$ cat config.mk
export PLATFORM = sky130hd
export DESIGN_NAME = ex_stage_mc
export DESIGN_NICKNAME = d
export VERILOG_FILES = /design/src/rtl/ex_pkg.sv /design/src/rtl/mul_iter.sv /design/src/rtl/ex_stage_mc.sv
export SDC_FILE = /design/constraint.sdc
export NUM_CORES = 1
export LEC_CHECK = 0
export CORE_MARGIN = 10
export CORE_UTILIZATION = 40
export DETAILED_ROUTE_END_ITERATION = 8
export MAX_ROUTING_LAYER = met4
export PLACE_DENSITY = 0.64
export SETUP_SLACK_MARGIN = 0.05
export SLEW_MARGIN = 20
export SYNTH_ARGS = -nofsm -noshare
export SYNTH_HDL_FRONTEND = slang
export SYNTH_SLANG_ARGS = --single-unit
$ cat constraint.sdc
create_clock -name clk -period 16.06 [get_ports clk]
set_input_delay 2.409 -clock clk [delete_from_list [all_inputs] [get_ports clk]]
set_output_delay 2.409 -clock clk [all_outputs]
set_load 0.1 [all_outputs]
$ cat src/rtl/ex_pkg.sv
// Shared definitions for the multi-cycle execute stage: op codes, FSM states,
// and the EX/MEM write selector used by the top-level sequencer.
package ex_pkg;

    localparam int XLEN_DEF = 32;

    localparam logic [3:0] OP_ADD = 4'd0;
    localparam logic [3:0] OP_SUB = 4'd1;
    localparam logic [3:0] OP_AND = 4'd2;
    localparam logic [3:0] OP_ORR = 4'd3;
    localparam logic [3:0] OP_EOR = 4'd4;
    localparam logic [3:0] OP_LSL = 4'd5;
    localparam logic [3:0] OP_LSR = 4'd6;
    localparam logic [3:0] OP_MOV = 4'd7;
    localparam logic [3:0] OP_MUL = 4'd8;

    typedef enum logic {
        ST_IDLE = 1'b0,
        ST_MUL  = 1'b1
    } ex_state_e;

    typedef enum logic [1:0] {
        WR_HOLD   = 2'd0,
        WR_BUBBLE = 2'd1,
        WR_BUNDLE = 2'd2,
        WR_RESULT = 2'd3
    } p3_wr_e;

endpackage

$ cat src/rtl/mul_iter.sv
// Iterative shift-add multiplier, one partial product per step; product
// shows the accumulator including the current step so the last step is usable directly.
module mul_iter #(
    parameter int XLEN = 32
) (
    input  logic            clk,
    input  logic            reset,
    input  logic            start,
    input  logic            step,
    input  logic            clear,
    input  logic [XLEN-1:0] a,
    input  logic [XLEN-1:0] b,
    output logic            done,
    output logic [XLEN-1:0] product
);
    localparam int CW = $clog2(XLEN);

    logic [XLEN-1:0] mcand;
    logic [XLEN-1:0] mplier;
    logic [XLEN-1:0] acc;
    logic [CW-1:0]   cnt;

    always_ff @(posedge clk or posedge reset) begin
        if (reset) begin
            mcand  <= '0;
            mplier <= '0;
            acc    <= '0;
            cnt    <= '0;
        end else if (clear) begin
            cnt <= '0;
        end else if (start) begin
            mcand  <= a;
            mplier <= b;
            acc    <= '0;
            cnt    <= '0;
        end else if (step) begin
            acc    <= product;
            mcand  <= mcand << 1;
            mplier <= mplier >> 1;
            cnt    <= cnt + 1'b1;
        end
    end

    assign product = acc + (mplier[0] ? mcand : '0);
    assign done    = (cnt == CW'(XLEN - 1));

endmodule

$ cat src/rtl/ex_stage_mc.sv
// Execute stage with inline forwarding muxes and ALU, plus a two-state
// sequencer that stalls upstream while the iterative multiplier runs.
module ex_stage_mc
    import ex_pkg::*;
#(
    parameter int XLEN = XLEN_DEF,
    parameter int RIDX = 3,
    parameter int SDW  = 8
) (
    input  logic            clk,
    input  logic            reset,
    input  logic            p3_pipeline_regWrite,
    input  logic            EX_flush,
    input  logic            in_valid,
    input  logic [3:0]      p2_aluOp,
    input  logic            p2_aluSrcB,
    input  logic            p2_memRead,
    input  logic            p2_memWrite,
    input  logic [RIDX-1:0] p2_alu_rd,
    input  logic [RIDX-1:0] p2_mem_rd,
    input  logic [XLEN-1:0] p2_alu_reg_rn,
    input  logic [XLEN-1:0] p2_alu_reg_rm,
    input  logic [XLEN-1:0] p2_alu_imm,
    input  logic [XLEN-1:0] p2_mem_reg_rn,
    input  logic [XLEN-1:0] p2_mem_reg_rd,
    input  logic [XLEN-1:0] p2_mem_imm,
    input  logic [XLEN-1:0] fwd_1,
    input  logic [XLEN-1:0] fwd_2,
    input  logic [XLEN-1:0] fwd_3,
    input  logic [1:0]      f_alu_rn_sel,
    input  logic [1:0]      f_alu_rm_sel,
    input  logic [1:0]      f_mem_rn_sel,
    input  logic [1:0]      f_mem_rd_sel,
    output logic            ex_stall,
    output logic            p3_valid,
    output logic            p3_memRead,
    output logic            p3_memWrite,
    output logic [RIDX-1:0] p3_alu_rd,
    output logic [RIDX-1:0] p3_mem_rd,
    output logic [SDW-1:0]  p3_mem_reg_rd,
    output logic [XLEN-1:0] p3_alu_aluOut,
    output logic [XLEN-1:0] p3_mem_address,
    output logic            p3_flag_z,
    output logic            p3_flag_n,
    output logic            p3_flag_c,
    output logic            p3_flag_v
);
    localparam int SHW = $clog2(XLEN);

    function automatic logic [XLEN-1:0] fwd_mux(input logic [1:0] sel, input logic [XLEN-1:0] r,
                                                 input logic [XLEN-1:0] f1, input logic [XLEN-1:0] f2,
                                                 input logic [XLEN-1:0] f3);
        case (sel)
            2'd1:    return f1;
            2'd2:    return f2;
            2'd3:    return f3;
            default: return r;
        endcase
    endfunction

    logic [XLEN-1:0] alu_rn, alu_rm, alu_b, mem_rn, mem_addr;
    logic [SDW-1:0]  mem_st_data;
    logic [XLEN:0]   add_w, sub_w;
    logic [XLEN-1:0] alu_res;
    logic            alu_c, alu_v;

    assign alu_rn      = fwd_mux(f_alu_rn_sel, p2_alu_reg_rn, fwd_1, fwd_2, fwd_3);
    assign alu_rm      = fwd_mux(f_alu_rm_sel, p2_alu_reg_rm, fwd_1, fwd_2, fwd_3);
    assign mem_rn      = fwd_mux(f_mem_rn_sel, p2_mem_reg_rn, fwd_1, fwd_2, fwd_3);
    assign mem_st_data = SDW'(fwd_mux(f_mem_rd_sel, p2_mem_reg_rd, fwd_1, fwd_2, fwd_3));
    assign alu_b       = p2_aluSrcB ? p2_alu_imm : alu_rm;
    assign mem_addr    = mem_rn + p2_mem_imm;

    // Subtract as rn + ~b + 1 so the carry out is the no-borrow flag.
    assign add_w = {1'b0, alu_rn} + {1'b0, alu_b};
    assign sub_w = {1'b0, alu_rn} + {1'b0, ~alu_b} + {{XLEN{1'b0}}, 1'b1};

    always_comb begin
        alu_res = '0;
        alu_c   = 1'b0;
        alu_v   = 1'b0;
        case (p2_aluOp)
            OP_ADD: begin
                alu_res = add_w[XLEN-1:0];
                alu_c   = add_w[XLEN];
                alu_v   = (alu_rn[XLEN-1] == alu_b[XLEN-1]) && (alu_res[XLEN-1] != alu_rn[XLEN-1]);
            end
            OP_SUB: begin
                alu_res = sub_w[XLEN-1:0];
                alu_c   = sub_w[XLEN];
                alu_v   = (alu_rn[XLEN-1] != alu_b[XLEN-1]) && (alu_res[XLEN-1] != alu_rn[XLEN-1]);
            end
            OP_AND:  alu_res = alu_rn & alu_b;
            OP_ORR:  alu_res = alu_rn | alu_b;
            OP_EOR:  alu_res = alu_rn ^ alu_b;
            OP_LSL:  alu_res = alu_rn << alu_b[SHW-1:0];
            OP_LSR:  alu_res = alu_rn >> alu_b[SHW-1:0];
            OP_MOV:  alu_res = alu_b;
            default: alu_res = '0;
        endcase
    end

    ex_state_e       state_q, state_d;
    p3_wr_e          wr_sel;
    logic            mul_start, mul_step, mul_done;
    logic [XLEN-1:0] mul_product;

    mul_iter #(.XLEN(XLEN)) u_mul (
        .clk     (clk),
        .reset   (reset),
        .start   (mul_start),
        .step    (mul_step),
        .clear   (EX_flush),
        .a       (alu_rn),
        .b       (alu_b),
        .done    (mul_done),
        .product (mul_product)
    );

    always_ff @(posedge clk or posedge reset) begin
        if (reset) state_q <= ST_IDLE;
        else       state_q <= state_d;
    end

    always_comb begin
        state_d   = state_q;
        mul_start = 1'b0;
        mul_step  = 1'b0;
        wr_sel    = WR_HOLD;
        if (EX_flush) begin
            state_d = ST_IDLE;
            wr_sel  = WR_BUBBLE;
        end else if (p3_pipeline_regWrite) begin
            case (state_q)
                ST_IDLE: begin
                    if (in_valid && p2_aluOp == OP_MUL) begin
                        mul_start = 1'b1;
                        state_d   = ST_MUL;
                        wr_sel    = WR_BUBBLE;
                    end else begin
                        wr_sel = WR_BUNDLE;
                    end
                end
                ST_MUL: begin
                    mul_step = 1'b1;
                    if (mul_done) begin
                        state_d = ST_IDLE;
                        wr_sel  = WR_RESULT;
                    end else begin
                        wr_sel = WR_BUBBLE;
                    end
                end
                default: state_d = ST_IDLE;
            endcase
        end
    end

    assign ex_stall = !reset && (mul_start || (state_q == ST_MUL && !mul_done));

    // MEM lane of an accepted MUL is parked here until the product is ready.
    logic            cap_memRead, cap_memWrite;
    logic [RIDX-1:0] cap_alu_rd, cap_mem_rd;
    logic [SDW-1:0]  cap_mem_reg_rd;
    logic [XLEN-1:0] cap_mem_address;

    always_ff @(posedge clk or posedge reset) begin
        if (reset) begin
            cap_memRead     <= 1'b0;
            cap_memWrite    <= 1'b0;
            cap_alu_rd      <= '0;
            cap_mem_rd      <= '0;
            cap_mem_reg_rd  <= '0;
            cap_mem_address <= '0;
        end else if (mul_start) begin
            cap_memRead     <= p2_memRead;
            cap_memWrite    <= p2_memWrite;
            cap_alu_rd      <= p2_alu_rd;
            cap_mem_rd      <= p2_mem_rd;
            cap_mem_reg_rd  <= mem_st_data;
            cap_mem_address <= mem_addr;
        end
    end

    always_ff @(posedge clk or posedge reset) begin
        if (reset) begin
            p3_valid       <= 1'b0;
            p3_memRead     <= 1'b0;
            p3_memWrite    <= 1'b0;
            p3_alu_rd      <= '0;
            p3_mem_rd      <= '0;
            p3_mem_reg_rd  <= '0;
            p3_alu_aluOut  <= '0;
            p3_mem_address <= '0;
            p3_flag_z      <= 1'b0;
            p3_flag_n      <= 1'b0;
            p3_flag_c      <= 1'b0;
            p3_flag_v      <= 1'b0;
        end else begin
            case (wr_sel)
                WR_BUBBLE: begin
                    p3_valid    <= 1'b0;
                    p3_memRead  <= 1'b0;
                    p3_memWrite <= 1'b0;
                end
                WR_BUNDLE: begin
                    p3_valid       <= in_valid;
                    p3_memRead     <= p2_memRead & in_valid;
                    p3_memWrite    <= p2_memWrite & in_valid;
                    p3_alu_rd      <= p2_alu_rd;
                    p3_mem_rd      <= p2_mem_rd;
                    p3_mem_reg_rd  <= mem_st_data;
                    p3_alu_aluOut  <= alu_res;
                    p3_mem_address <= mem_addr;
                    p3_flag_z      <= (alu_res == '0);
                    p3_flag_n      <= alu_res[XLEN-1];
                    p3_flag_c      <= alu_c;
                    p3_flag_v      <= alu_v;
                end
                WR_RESULT: begin
                    p3_valid       <= 1'b1;
                    p3_memRead     <= cap_memRead;
                    p3_memWrite    <= cap_memWrite;
                    p3_alu_rd      <= cap_alu_rd;
                    p3_mem_rd      <= cap_mem_rd;
                    p3_mem_reg_rd  <= cap_mem_reg_rd;
                    p3_alu_aluOut  <= mul_product;
                    p3_mem_address <= cap_mem_address;
                    p3_flag_z      <= (mul_product == '0);
                    p3_flag_n      <= mul_product[XLEN-1];
                    p3_flag_c      <= 1'b0;
                    p3_flag_v      <= 1'b0;
                end
                default: ;
            endcase
        end
    end

endmodule

; Word level (Yosys, flattened, before mapping)
; Cells that the tools add are included.
[totals]
regBits = 235
input_bits = 314
output_inout_bits = 86
elab_cells = 130
[classes]
n_addsub = 6
n_eq_ne = 28
shifts = 2
muxes = 46
n_bitwise = 8
reduce_logical = 17
[op_table]
columns = op, n
row1 = 32-bit one-hot mux with 3 select lines, 3
row2 = 32-bit 2-to-1 mux, 8
row3 = 32-bit one-hot mux with 8 select lines, 1
row4 = 32-bit one-hot mux with 2 select lines, 2
row5 = 32-bit by 32-bit adder with 33-bit output, 2
row6 = 32-bit adder, 2
row7 = 32-bit logical NOT, 2
row8 = 33-bit by 1-bit adder with 33-bit output (second input constant), 1
row9 = 32-bit AND, 1
row10 = 32-bit NOT, 1
row11 = 32-bit OR, 1
row12 = 32-bit by 5-bit left shift with 32-bit output, 1
row13 = 32-bit by 5-bit >> shifter with 32-bit output, 1
row14 = 32-bit XOR, 1
row15 = 8-bit one-hot mux with 3 select lines, 1
row16 = 2-bit == test (second input constant), 10
row17 = 4-bit by 3-bit == test with 1-bit output (second input constant), 4
row18 = 8-bit one-hot mux with 2 select lines, 1
row19 = 5-bit 2-to-1 mux, 3
row20 = 1-bit one-hot mux with 2 select lines, 7
row21 = 3-bit one-hot mux with 2 select lines, 2
row22 = 2-bit by 1-bit == test with 1-bit output (second input constant), 5
row23 = 1-bit 2-to-1 mux, 10
row24 = 1-bit one-hot mux with 3 select lines, 3
row25 = other kinds (18), 34

; Depth between registers and ports, before layout
[depth]
ltp_word = 10
ltp_mapped = 24
mapped_depth_nobuf = 18

; Hierarchy
; From an unflattened synthesis, not the netlist that was laid out.
[hier_totals]
cells_unflattened = 2893
hier_area_um2 = 24404.7
[by_module_without_submodules]
columns = module, instances, cells_per_inst, area_each_um2, seq_area_each_um2
row1 = ex_stage_mc, 1, 2229, 18182.4, 3328.2
row2 = mul_iter, 1, 664, 6222.2, 2527.4

; Worst setup path before layout
; No wires, ideal clock.
[synth_path]
kind = input to output
startpoint = input p2_aluOp[1]
endpoint = output ex_stall
arrival_ns = 5.431
required_time_ns = 13.651
path_slack_ns = 8.220
cell_stages = 8
path_buffers = 3
cell_sequence = clkbuf_1 > nor2_1 > nand4_1 > nor2_1 > nand2_1 > clkbuf_1 > clkbuf_1 > a21oi_1
[synth_between]
elab_chain_cells = 8
[synth_lines]
columns = item, line
row1 = from (decl), ex_stage_mc.sv:15  ; input logic [3:0] p2_aluOp,
row2 = 4-bit == test, ex_stage_mc.sv:136  ; if (in_valid && p2_aluOp == OP_MUL) begin
row3 = 1-bit logical AND, ex_stage_mc.sv:136
row4 = 1-bit 2-to-1 mux, ex_stage_mc.sv:136
row5 = 1-bit 2-to-1 mux, ex_stage_mc.sv:134  ; case (state_q)
row6 = 1-bit 2-to-1 mux, ex_stage_mc.sv:133  ; end else if (p3_pipeline_regWrite) begin
row7 = 1-bit 2-to-1 mux, ex_stage_mc.sv:130  ; if (EX_flush) begin
row8 = 1-bit logical OR, ex_stage_mc.sv:158  ; assign ex_stall = !reset && (mul_start || (state_q == ST_MUL && !mul_done));
row9 = 1-bit logical AND, ex_stage_mc.sv:158
row10 = to (decl), ex_stage_mc.sv:34  ; output logic ex_stall,
; No other way between the ends.

; Worst setup path after layout
[layout_path]
startpoint = input f_alu_rm_sel[1]
endpoint = register p3_flag_z
[layout_between]
elab_chain_cells = 9
word_cells_on_any_way = 17
cone_classes = 3 x add/sub / 3 x eq/ne / 2 x shift / 4 x mux / 4 x bitwise / 1 x reduce/logical
[layout_lines]
columns = item, line
row1 = from (decl), ex_stage_mc.sv:31  ; input logic [1:0] f_alu_rm_sel,
row2 = 2-bit == test / 2-bit by 1-bit == test with 1-bit output (equally long branches), ex_stage_mc.sv:53  ; case (sel)
row3 = 32-bit one-hot mux with 3 select lines (*), ex_stage_mc.sv:53
row4 = 32-bit 2-to-1 mux (*), ex_stage_mc.sv:71  ; assign alu_b = p2_aluSrcB ? p2_alu_imm : alu_rm;
row5 = 32-bit NOT, ex_stage_mc.sv:76  ; assign sub_w = {1'b0, alu_rn} + {1'b0, ~alu_b} + {{XLEN{1'b0}}, 1'b1};
row6 = 32-bit by 32-bit adder with 33-bit output, ex_stage_mc.sv:76
row7 = 33-bit by 1-bit adder with 33-bit output, ex_stage_mc.sv:76
row8 = 32-bit one-hot mux with 8 select lines (*), ex_stage_mc.sv:82  ; case (p2_aluOp)
row9 = 32-bit logical NOT (*), ex_stage_mc.sv:214  ; p3_flag_z <= (alu_res == '0);
row10 = 1-bit one-hot mux with 2 select lines (*), ex_stage_mc.sv:199  ; case (wr_sel)
row11 = to (signal assigned), ex_stage_mc.sv:214
row12 = to (signal assigned), ex_stage_mc.sv:228  ; p3_flag_z <= (mul_product == '0);
row13 = to (decl), ex_stage_mc.sv:43  ; output logic p3_flag_z,
; Mark *: on every way between the ends. The rest lies on a longest branch, timed or not.
; A chain may end at the register's enable or synchronous reset.

==> reports/qor.txt <==
status: finished, final reports clean
critical path cell sequence: clkdlybuf4s50_1 -> buf_4 -> mux4_2 -> o21a_2 -> buf_4 -> ha_1 -> inv_1 -> fa_1 -> a211oi_1 -> nor2_1 -> nor2_1 -> o21bai_1 -> a2111oi_0 -> o221ai_1 -> a211oi_1 -> nand4_1 -> nor4_1 -> nand4_1 -> nor4_1 -> and3_1 -> a221o_1
cells on worst reg2reg path: 16
post-synth net total: 3269
total wire length: 126000 um
WP depth: 21
Reg2Reg Setup Slack: 10.83 ns
dpl hpwl: 97700 um
Layout Nets: 3527
grt ovf: 0
reg2reg end: p3_flag_z
maximum vdd drop: 78.7 uV
Die Height: 265 um
synth top area cells: dfrtp_1, mux4_2, ha_1, a22oi_1, o21ai_0
crit path max fanout: 36
Total GRT Usage: 35.6%
post-CTS setup buffers: 0
worst hold path type: reg -> reg
Hold EP: p3_mem_reg_rd[4]
largest net degree at the start of global routing: 94
hold-fix buffers at CTS: 0
Syn Inst Count: 2781
fraction of registers with async set/reset: 100%
Hold Crit Depth: 2
Buf/Inv on CP: 4
fmax: 0.113 GHz
critical path arrival: 9.35 ns
vias in the first global route: 25100
RR Startpoint: u_mul.mplier[0]
H-tree levels: 1
commonest non-fill, non-tap cell in the layout: clkdlybuf4s50_1
IO Pins: 400
CTS tree: built
via count: 26000
Num CTS Buffers: 28
worst skew pair latency: 0.57 ns
Final Hold Fails: 0
Core Region: 59200 sq um
DR iter-0 viols: 3205
most frequent cells in the layout: clkdlybuf4s50_1, nand2_1, o21ai_0
Residual DRC: 0
relative slew slack: 19.9%
Synth Flop Type: dfrtp_1
num rows: 89
Post-Syn Area: 24000 sq um
power density over cell area: 99.7 nW/um^2
clk slew on worst S/H paths: 0.06 ns
Ys Warns: 0
fin crit share: 55.1%
hold slack: 0.462 ns
clk_skew: 0.0162 ns
first-pass GRT wire length: 181000 um
Post-synth EDFFs: 0
Area Overhead vs Synth: 22.1%
Mean Syn Cell Area: 8.62 sq um
Critical Path Slowest Stage Cell: a211oi_1
share of the synthesized area in the top cell type: 24.4%
delay-heaviest family, CP: compound AO/OA/AOI/OAI gates
critical path class: in -> reg
beginning of the worst hold path: cap_mem_reg_rd[4]
routed vias/inst: 6.77
Synth area leader: dfrtp_1
Clock Sinks: 234
slew at the pin closest to its max-slew limit: 1.19 ns
die area: 70200 sq um
ANT nets after route: 0
Worst path max stage delay: 0.91 ns
RSZ-0062 raised after global routing: no
DR pass1 iterations: 6
CTS root buffer: clkbuf_16
Leakage Power: 0.0123 uW
synthesis-stage register bit count: 234
Crit. End Element: register
number of I/O port buffers: 375
Starting Density: 40.5%
drt wl/cell: 32.7 um
final RePlAce weighted congestion: 1.09
share of cells above drive strength 1: 9.18%
synth unique cells: 88
max-slew violations: 0
endpoints failing setup: 0
worst endpoint required time: 16.55 ns
Final TNS setup: 0 ns
initial antenna violation count: 10
sequential share of the synthesized area: 24.4%
fin crit period: 8.86 ns
Die X-Extent: 265 um
startpoint class of the critical path: input pin
CTS resizes: 0
Max Root-Sink Buffers: 3
max_cap viols: 0
-- power by group --
part / internal, uW / switching (uW)
clock: 377 / 270
combinational: 468 / 1090
sequential: 667 / 54.6
total: 1510 / 1410
-- worst max path at each step --
stage                         start             to  slack, ns
detailed placement  f_alu_rm_sel[1]      p3_flag_z       6.65
floorplan                     reset  cap_alu_rd[0]       7.23
global placement    f_alu_rm_sel[1]      p3_flag_z       6.69
CTS                 f_alu_rm_sel[1]      p3_flag_z       7.22
global route        f_alu_rm_sel[1]      p3_flag_z       7.03
finish              f_alu_rm_sel[1]      p3_flag_z       7.20
-- cell usage after synthesis, types with 37 or more instances --
library cell,instances
ha_1,170
inv_1,132
o22ai_1,59
clkbuf_1,155
mux2i_1,105
a21oi_1,153
and2_1,41
o21ai_0,237
xnor2_1,45
dfrtp_1,234
mux4_2,103
o221ai_1,44
a211oi_1,52
nand2_1,296
nand3_1,39
a22oi_1,165
nor2_1,166
a21o_1,37
-- area by class of cell --
class | count | area (sq um)
diodes | 9 | 22.5
clock buffers | 38 | 788
clock inverters | 14 | 141
fillers | 5565 | 30000
inverters | 134 | 513
multi-input cells | 2212 | 16900
flip-flops and latches | 234 | 5860
well taps | 773 | 967
repair buffers | 429 | 4130
-- registers in the layout, indices dropped and copies added, names as in the netlist, 3 cells and up --
name,count
cap_alu_rd,3
p3_mem_address,32
p3_mem_reg_rd,8
cap_mem_reg_rd,8
cap_mem_address,32
u_mul.cnt,5
p3_mem_rd,3
u_mul.mplier,32
p3_alu_aluOut,32
cap_mem_rd,3
p3_alu_rd,3
u_mul.mcand,32
u_mul.acc,32
-- worst reg2reg max path, delay by kind of cell, from the launching register on --
family / cells / cell delay [ns]
flip-flops: 1 / 0.71
AO/OA/AOI/OAI: 8 / 1.97
AND/OR/NAND/NOR: 6 / 1.77
adder cells (fa/ha/maj): 2 / 0.69
-- cell families (layout without fill, tap and decap cells) --
family	after synthesis	count (layout)	share of synthesized area (%)
xor gates and xnor gates	71	71	2.59
other	0	9	0
muxes	238	238	15.6
DFF	234	234	24.4
AOI/OAI and AO/OA	1023	1023	29.1
adders and majority gates	174	174	9.20
buffers and inverters	335	615	5.66
and+or+nand+nor	706	706	13.5
-- per-layer routing --
layer,GRT usage (%),vias up,share of wire (%)
met5,-,-,0
met4,15.3,0,5.0
met3,5.11,259,7.9
met2,54.8,1431,45
met1,46.2,13200,42
li1,-,11200,-
-- per-stage QoR --
step                area, sq um  setup WS [ns]  std cells  total power, uW  utilization [%]
floorplan                 24000           7.23       2781             1710                -
global route              29300           7.03       3843             3020             49.4
finish                    29300           7.20       3843             2920             49.4
detailed placement        28300           6.65       3782             2250             47.8
global placement          28300           6.69       3782             2240             47.8
CTS                       29300           7.22       3834             2900             49.4
Note: power is estimated with default switching activity, not from simulation.
